### src/rtl/clk_div_bank_pkg.sv
// rtl/clk_div_bank_pkg.sv - shared constants and helpers for the clock divider bank
//
// Purpose: default widths/reset values, the 50 MHz -> 1 Hz preset, the
// channel run-state encoding and divisor helper functions.
// Ports: none (package).
package clk_div_bank_pkg;

  localparam int DEF_W            = 26;
  localparam int DEF_RESET_PERIOD = 49_999_999;
  localparam int DEF_RESET_HIGH   = 25_000_000;

  // 50 MHz in, 1 Hz out, 50 % duty
  localparam int PRESET_1HZ_PERIOD = 49_999_999;
  localparam int PRESET_1HZ_HIGH   = 25_000_000;

  typedef enum logic {
    CH_IDLE = 1'b0,
    CH_RUN  = 1'b1
  } ch_state_t;

  // Period value P for a target output frequency (period is P+1 cycles).
  function automatic int unsigned div_period(input int unsigned f_in, input int unsigned f_out);
    return f_in / f_out - 1;
  endfunction

  // High time for 50 % duty at period value P.
  function automatic int unsigned div_high(input int unsigned period);
    return (period + 1) / 2;
  endfunction

endpackage

### src/rtl/clk_div_bank_channel.sv
// rtl/clk_div_bank_channel.sv - one divider channel with double-buffered divisors
//
// Purpose: counts 0..period_r, emits a registered divided waveform and a
// period-start tick; new divisors are held in a shadow until a boundary.
// Ports:
//   clk, rst        system clock, synchronous active-high reset
//   en              run enable
//   wr              write strobe for this channel
//   wr_period       period value P (period is P+1 cycles)
//   wr_high         high time H in cycles
//   clk_out         divided waveform (registered)
//   tick            one-cycle pulse on the first cycle of each period
//   pending         shadow holds a configuration not yet applied
module clk_div_channel
  import clk_div_bank_pkg::*;
#(
  parameter int W            = DEF_W,
  parameter int RESET_PERIOD = DEF_RESET_PERIOD,
  parameter int RESET_HIGH   = DEF_RESET_HIGH
) (
  input  logic         clk,
  input  logic         rst,
  input  logic         en,
  input  logic         wr,
  input  logic [W-1:0] wr_period,
  input  logic [W-1:0] wr_high,
  output logic         clk_out,
  output logic         tick,
  output logic         pending
);

  localparam logic [W-1:0] RST_P = W'(RESET_PERIOD);
  localparam logic [W-1:0] RST_H = W'(RESET_HIGH);

  ch_state_t    state, state_nxt;
  logic [W-1:0] period_r, high_r, pend_p, pend_h, cnt;
  logic [W-1:0] period_nxt, high_nxt, cnt_nxt;
  logic         pend_v, pend_v_nxt;
  logic         clk_out_nxt, tick_nxt, boundary;

  always_comb begin
    period_nxt  = period_r;
    high_nxt    = high_r;
    pend_v_nxt  = pend_v;
    cnt_nxt     = '0;
    state_nxt   = state;
    clk_out_nxt = 1'b0;
    tick_nxt    = 1'b0;

    // Divisors may only change while disabled, on start, or at the wrap,
    // so a running period is never cut short or stretched.
    boundary = !en || (state == CH_IDLE) || (cnt == period_r);

    if (boundary) begin
      if (wr) begin
        // write coinciding with a boundary bypasses the shadow
        period_nxt = wr_period;
        high_nxt   = wr_high;
        pend_v_nxt = 1'b0;
      end else if (pend_v) begin
        period_nxt = pend_p;
        high_nxt   = pend_h;
        pend_v_nxt = 1'b0;
      end
    end else if (wr) begin
      pend_v_nxt = 1'b1;
    end

    if (!en) begin
      state_nxt = CH_IDLE;
    end else begin
      state_nxt = CH_RUN;
      // enabled boundary is either the start or the wrap: both restart at 0
      cnt_nxt     = boundary ? '0 : cnt + 1'b1;
      tick_nxt    = boundary;
      clk_out_nxt = (cnt_nxt < high_nxt);
    end
  end

  always_ff @(posedge clk) begin
    if (rst) begin
      state    <= CH_IDLE;
      period_r <= RST_P;
      high_r   <= RST_H;
      pend_p   <= '0;
      pend_h   <= '0;
      pend_v   <= 1'b0;
      cnt      <= '0;
      clk_out  <= 1'b0;
      tick     <= 1'b0;
    end else begin
      state    <= state_nxt;
      period_r <= period_nxt;
      high_r   <= high_nxt;
      pend_v   <= pend_v_nxt;
      cnt      <= cnt_nxt;
      clk_out  <= clk_out_nxt;
      tick     <= tick_nxt;
      if (wr) begin
        pend_p <= wr_period;
        pend_h <= wr_high;
      end
    end
  end

  assign pending = pend_v;

endmodule

### src/rtl/clk_div_bank.sv
// rtl/clk_div_bank.sv - multi-channel programmable clock-enable divider bank
//
// Purpose: CHANNELS independent dividers sharing one configuration write port.
// Ports:
//   clk, rst        system clock, synchronous active-high reset
//   en              per-channel run enable
//   wr_en           configuration write strobe
//   wr_ch           channel addressed by the write (>= CHANNELS is ignored)
//   wr_period       period value P (period is P+1 cycles)
//   wr_high         high time H in cycles
//   clk_out         per-channel divided waveform (registered)
//   tick            per-channel period-start pulse (registered)
//   pending         per-channel shadow-valid flag
module clk_div_bank
  import clk_div_bank_pkg::*;
#(
  parameter int CHANNELS     = 4,
  parameter int CH_W         = 2,
  parameter int W            = DEF_W,
  parameter int RESET_PERIOD = DEF_RESET_PERIOD,
  parameter int RESET_HIGH   = DEF_RESET_HIGH
) (
  input  logic                clk,
  input  logic                rst,
  input  logic [CHANNELS-1:0] en,
  input  logic                wr_en,
  input  logic [CH_W-1:0]     wr_ch,
  input  logic [W-1:0]        wr_period,
  input  logic [W-1:0]        wr_high,
  output logic [CHANNELS-1:0] clk_out,
  output logic [CHANNELS-1:0] tick,
  output logic [CHANNELS-1:0] pending
);

  for (genvar i = 0; i < CHANNELS; i++) begin : g_ch
    logic wr_sel;

    // out-of-range addresses never equal any generated index
    assign wr_sel = wr_en && (wr_ch == CH_W'(i));

    clk_div_channel #(
      .W           (W),
      .RESET_PERIOD(RESET_PERIOD),
      .RESET_HIGH  (RESET_HIGH)
    ) u_ch (
      .clk      (clk),
      .rst      (rst),
      .en       (en[i]),
      .wr       (wr_sel),
      .wr_period(wr_period),
      .wr_high  (wr_high),
      .clk_out  (clk_out[i]),
      .tick     (tick[i]),
      .pending  (pending[i])
    );
  end

endmodule

### config.mk
export PLATFORM = sky130hd
export DESIGN_NAME = clk_div_bank
export DESIGN_NICKNAME = d
export VERILOG_FILES = /design/src/rtl/clk_div_bank_pkg.sv /design/src/rtl/clk_div_bank_channel.sv /design/src/rtl/clk_div_bank.sv
export SDC_FILE = /design/constraint.sdc
export NUM_CORES = 1
export LEC_CHECK = 0
export CAP_MARGIN = 0
export CORE_MARGIN = 8
export CORE_UTILIZATION = 65
export DETAILED_ROUTE_END_ITERATION = 12
export HOLD_SLACK_MARGIN = 0.15
export PLACE_DENSITY = 0.92
export SLEW_MARGIN = 15
export SYNTH_ARGS = -nofsm -noshare
export SYNTH_HDL_FRONTEND = slang
export SYNTH_SLANG_ARGS = --single-unit
### constraint.sdc
create_clock -name clk -period 11.2 [get_ports clk]
set_input_delay 2.24 -clock clk [delete_from_list [all_inputs] [get_ports clk]]
set_output_delay 2.24 -clock clk [all_outputs]
set_load 0.01 [all_outputs]
==> flow_metrics.py <==
metrics = {
    "timing": {
        "fin_tns_setup_ns": 0,
        "setup_viol": 0,
        "fin_skew_ns": 0.0299,
        "slew_headroom": 0.278,
        "tightestPinTransition_ns": 1.08,
        "period_needed_ns": 6.26,
        "hold_viol": 0,
        "drv_slew": 0,
        "fmax_mhz": 160,
        "fin_crit_sh": 0.559,
        "grt_setup_unrepaired": "no",
    },
    "synthesis": {
        "synth_flop_cell": "dfxtp_1",
        "synth_top_area_share": 0.434,
        "synth_area_sq_mm": 0.0247,
        "synth_top_area_cell": "dfxtp_1",
        "yosys-top-cells-area": "dfxtp_1, mux2i_1, nor2_1",
        "synth-seq-cells": 536,
        "avgSynthCellArea_sq_um": 8.83,
        "yosysWarningCount": 0,
        "synth-async-reset-ratio": 0,
        "synth.distinct_cells": 63,
        "post-synth-top-count-cell": "dfxtp_1",
        "synth_common_cells": "dfxtp_1, nor2_1, nand2_1, mux2i_1, o21ai_0",
        "yosysSeqAreaShare": 0.434,
        "synth_edf_count": 0,
        "syn_inst": 2803,
        "synthesis.nets": 2968,
    },
    "floorplan": {
        "core_sq_mm": 0.0376,
        "start_util": 0.659,
        "dieArea_sq_mm": 0.0446,
        "fp-row-count": 71,
        "fp.dieW_microns": 211,
        "fp.dieH_microns": 211,
        "ios": 73,
    },
    "placed_design": {
        "port_buffers": 72,
        "dp_hpwl_mm": 47.7,
        "routabilityCongestion": 0.938,
    },
    "grt": {
        "antenna_found_initial": 3,
        "grt_first_pass_wirelength_mm": 111,
        "grtUsageTotal": 0.312,
        "grt_overflow": 0,
        "grt_pass1_vias": 20300,
        "grt_max_degree": 192,
    },
    "power": {
        "finalPower_mw": 4.21,
        "powerDensity_mw_per_mm2": 155,
        "p_leak_nw": 10.2,
        "vdd_drop_max_mv": 0.133,
    },
    "drt": {
        "wl_met3_mm": 6.66,
        "via_per_inst": 6.40,
        "routed_wl_mm": 71.7,
        "wl_met2_mm": 32.2,
        "wire_per_inst_microns": 21.7,
        "met1_length_mm": 28.0,
        "firstDrtPassIters": 6,
        "vias": 21100,
        "drtAntennaViolNets": 0,
        "drc": 0,
        "highest_layer": "met4",
        "drt_iter0_drc": 2566,
    },
    "clock_tree": {
        "cts_setup_buffers": 0,
        "cts_buffer_depth": 3,
        "clk_latency_ns": 0.61,
        "cts_sinks": 536,
        "cts_tree": "built",
        "htreeDepth": 2,
        "cts_resized": 0,
        "numCtsBuffers": 53,
        "clk_transition_reported_paths_ns": 0.06,
        "ctsHoldBuffers": 0,
        "cts_root_buf": "clkbuf_16",
    },
    "setup_path": {
        "critPathMaxStageDelay_ns": 0.66,
        "cp-end-kind": "flop",
        "critPathLaunch": "wr_ch[0]",
        "crit_chain": "clkdlybuf4s50_1 -> nand2_1 -> nor2_1 -> nor2_1 -> nor2_2 -> buf_4 -> mux2i_1 -> ha_1 -> o21ai_0 -> a21oi_1 -> a2111oi_0 -> o2111ai_1 -> o31ai_1",
        "path_max_fanout": 17,
        "worst_path_most_repeated_cell": "nor2_1",
        "regToRegStartpoint": "g_ch[2].u_ch.cnt[6]",
        "cp.required_ns": 11.69,
        "critPathSlowestCell": "a2111oi_0",
        "crit_arrival_ns": 6.75,
        "startpoint_type": "input pin",
        "worstSetupPathType": "input pin to flop",
    },
    "finish": {
        "fill_cells": 2561,
        "multiInputGateArea_sq_mm": 0.0130,
        "drive_above_1_share": 0.0664,
        "regArea_sq_mm": 0.0107,
        "area_growth_pct": 10.1,
        "nNetsFinal": 2910,
    },
    "job": {
        "drv_cap": 0,
    },
    "min_path": {
        "hold_start": "g_ch[0].u_ch.high_r[9]",
        "hold_class": "flop to flop",
    },
    "status": {
        "status": "completed",
    },
}
-- final cells by class --
class                           count  area share
Sequential cell                   536       0.394
Clock inverter                     32      0.0136
Multi-Input combinational cell   2034       0.477
Inverter                           23     0.00335
Timing Repair Buffer               97      0.0339
Antenna cell                        1   0.0000918
Tap cell                          511      0.0235
Clock buffer                       64      0.0543
-- per-stage QoR --
stage	std cells	cell area (sq um)	hold slack, ns	setup slack (ns)	util
floorplan	2803	24800	0.428	6.15	-
global placement	3201	25400	0.435	4.54	0.676
detailed placement	3201	25400	0.443	4.40	0.676
CTS	3297	27200	0.452	5.01	0.725
global route	3297	27200	0.477	4.59	0.725
finish	3298	27200	0.453	4.94	0.725
-- cells by family (layout without fill, tap and decap cells) --
| kind of cell | after synthesis | in the layout | share of synthesized area |
|---|---|---|---|
| adder cells (fa/ha/maj) | 104 | 104 | 0.0526 |
| other | 0 | 1 | 0 |
| AO/OA/AOI/OAI | 546 | 546 | 0.141 |
| multiplexers | 192 | 192 | 0.0789 |
| flip-flops | 536 | 536 | 0.434 |
| AND/OR/NAND/NOR | 992 | 992 | 0.180 |
| buffers and inverters | 233 | 216 | 0.0429 |
| XOR/XNOR | 200 | 200 | 0.0708 |
-- power breakdown --
group / switching, mW / internal (mW)
Sequential: 0.0297 / 1.96
Clock: 0.780 / 1.10
Combinational: 0.222 / 0.113
-- path summary, 6_finish.rpt --
path,slack (ns),depth (start not counted),to
min,0.45,2,g_ch[0].u_ch.high_r[9]
max reg2reg,5.93,14,g_ch[2].u_ch.clk_out
max,4.94,13,g_ch[1].u_ch.clk_out
min reg2reg,0.45,2,g_ch[0].u_ch.high_r[9]
-- worst max-delay path, delay by kind of cell --
family | cells | cell delay (ns)
muxes | 1 | 0.25
and+or+nand+nor | 4 | 1.70
buffers and inverters | 2 | 1.00
AOI/OAI and AO/OA | 5 | 1.28
adders and majority gates | 1 | 0.26
-- layer usage --
| layer | vias up | GRT usage |
|---|---|---|
| met1 | 10100 | 0.396 |
| met5 | - | 0 |
| li1 | 9751 | - |
| met2 | 1022 | 0.486 |
| met4 | 0 | 0.193 |
| met3 | 219 | 0.0604 |
-- registers in the layout (all words and copies together) (netlist names) --
register and cells:
g_ch.u_ch.pending 4, g_ch.u_ch.pend_p 104, g_ch.u_ch.cnt 104, g_ch.u_ch.clk_out 4
g_ch.u_ch.tick 4, g_ch.u_ch.state 4, g_ch.u_ch.high_r 104, g_ch.u_ch.pend_h 104
g_ch.u_ch.period_r 104
-- placed cells by master (no fill, tap or decap), types with 5 or more instances in the layout --
| cell type | netlist | layout |
|---|---|---|
| clkbuf_8 | 0 | 10 |
| nand4_1 | 59 | 59 |
| xor2_1 | 77 | 77 |
| o21ai_0 | 140 | 140 |
| nand2_1 | 271 | 271 |
| nand3b_1 | 5 | 5 |
| o21a_1 | 13 | 13 |
| nor4_1 | 18 | 18 |
| clkinv_2 | 0 | 15 |
| clkbuf_16 | 0 | 54 |
| mux2i_1 | 168 | 168 |
| o2111ai_1 | 5 | 5 |
| a31oi_1 | 98 | 97 |
| dfxtp_1 | 536 | 536 |
| o21ai_1 | 11 | 11 |
| bufinv_16 | 0 | 7 |
| clkdlybuf4s50_1 | 0 | 71 |
| inv_1 | 23 | 22 |
| buf_4 | 19 | 24 |
| o31a_1 | 12 | 12 |
| and2_1 | 35 | 34 |
| a31o_2 | 23 | 22 |
| clkinvlp_4 | 0 | 8 |
| a21oi_1 | 83 | 83 |
| ha_1 | 104 | 104 |
| nor3_1 | 24 | 24 |
| o311ai_0 | 13 | 13 |
| nand2b_1 | 7 | 5 |
| a211oi_1 | 109 | 109 |
| xnor2_1 | 123 | 123 |
| mux2_2 | 20 | 20 |
| nor2_1 | 384 | 383 |
| and3_1 | 32 | 32 |
| and4_1 | 10 | 10 |
| nand3_1 | 125 | 124 |
| o211ai_1 | 15 | 15 |
Note: power is estimated with default switching activity, not from simulation.
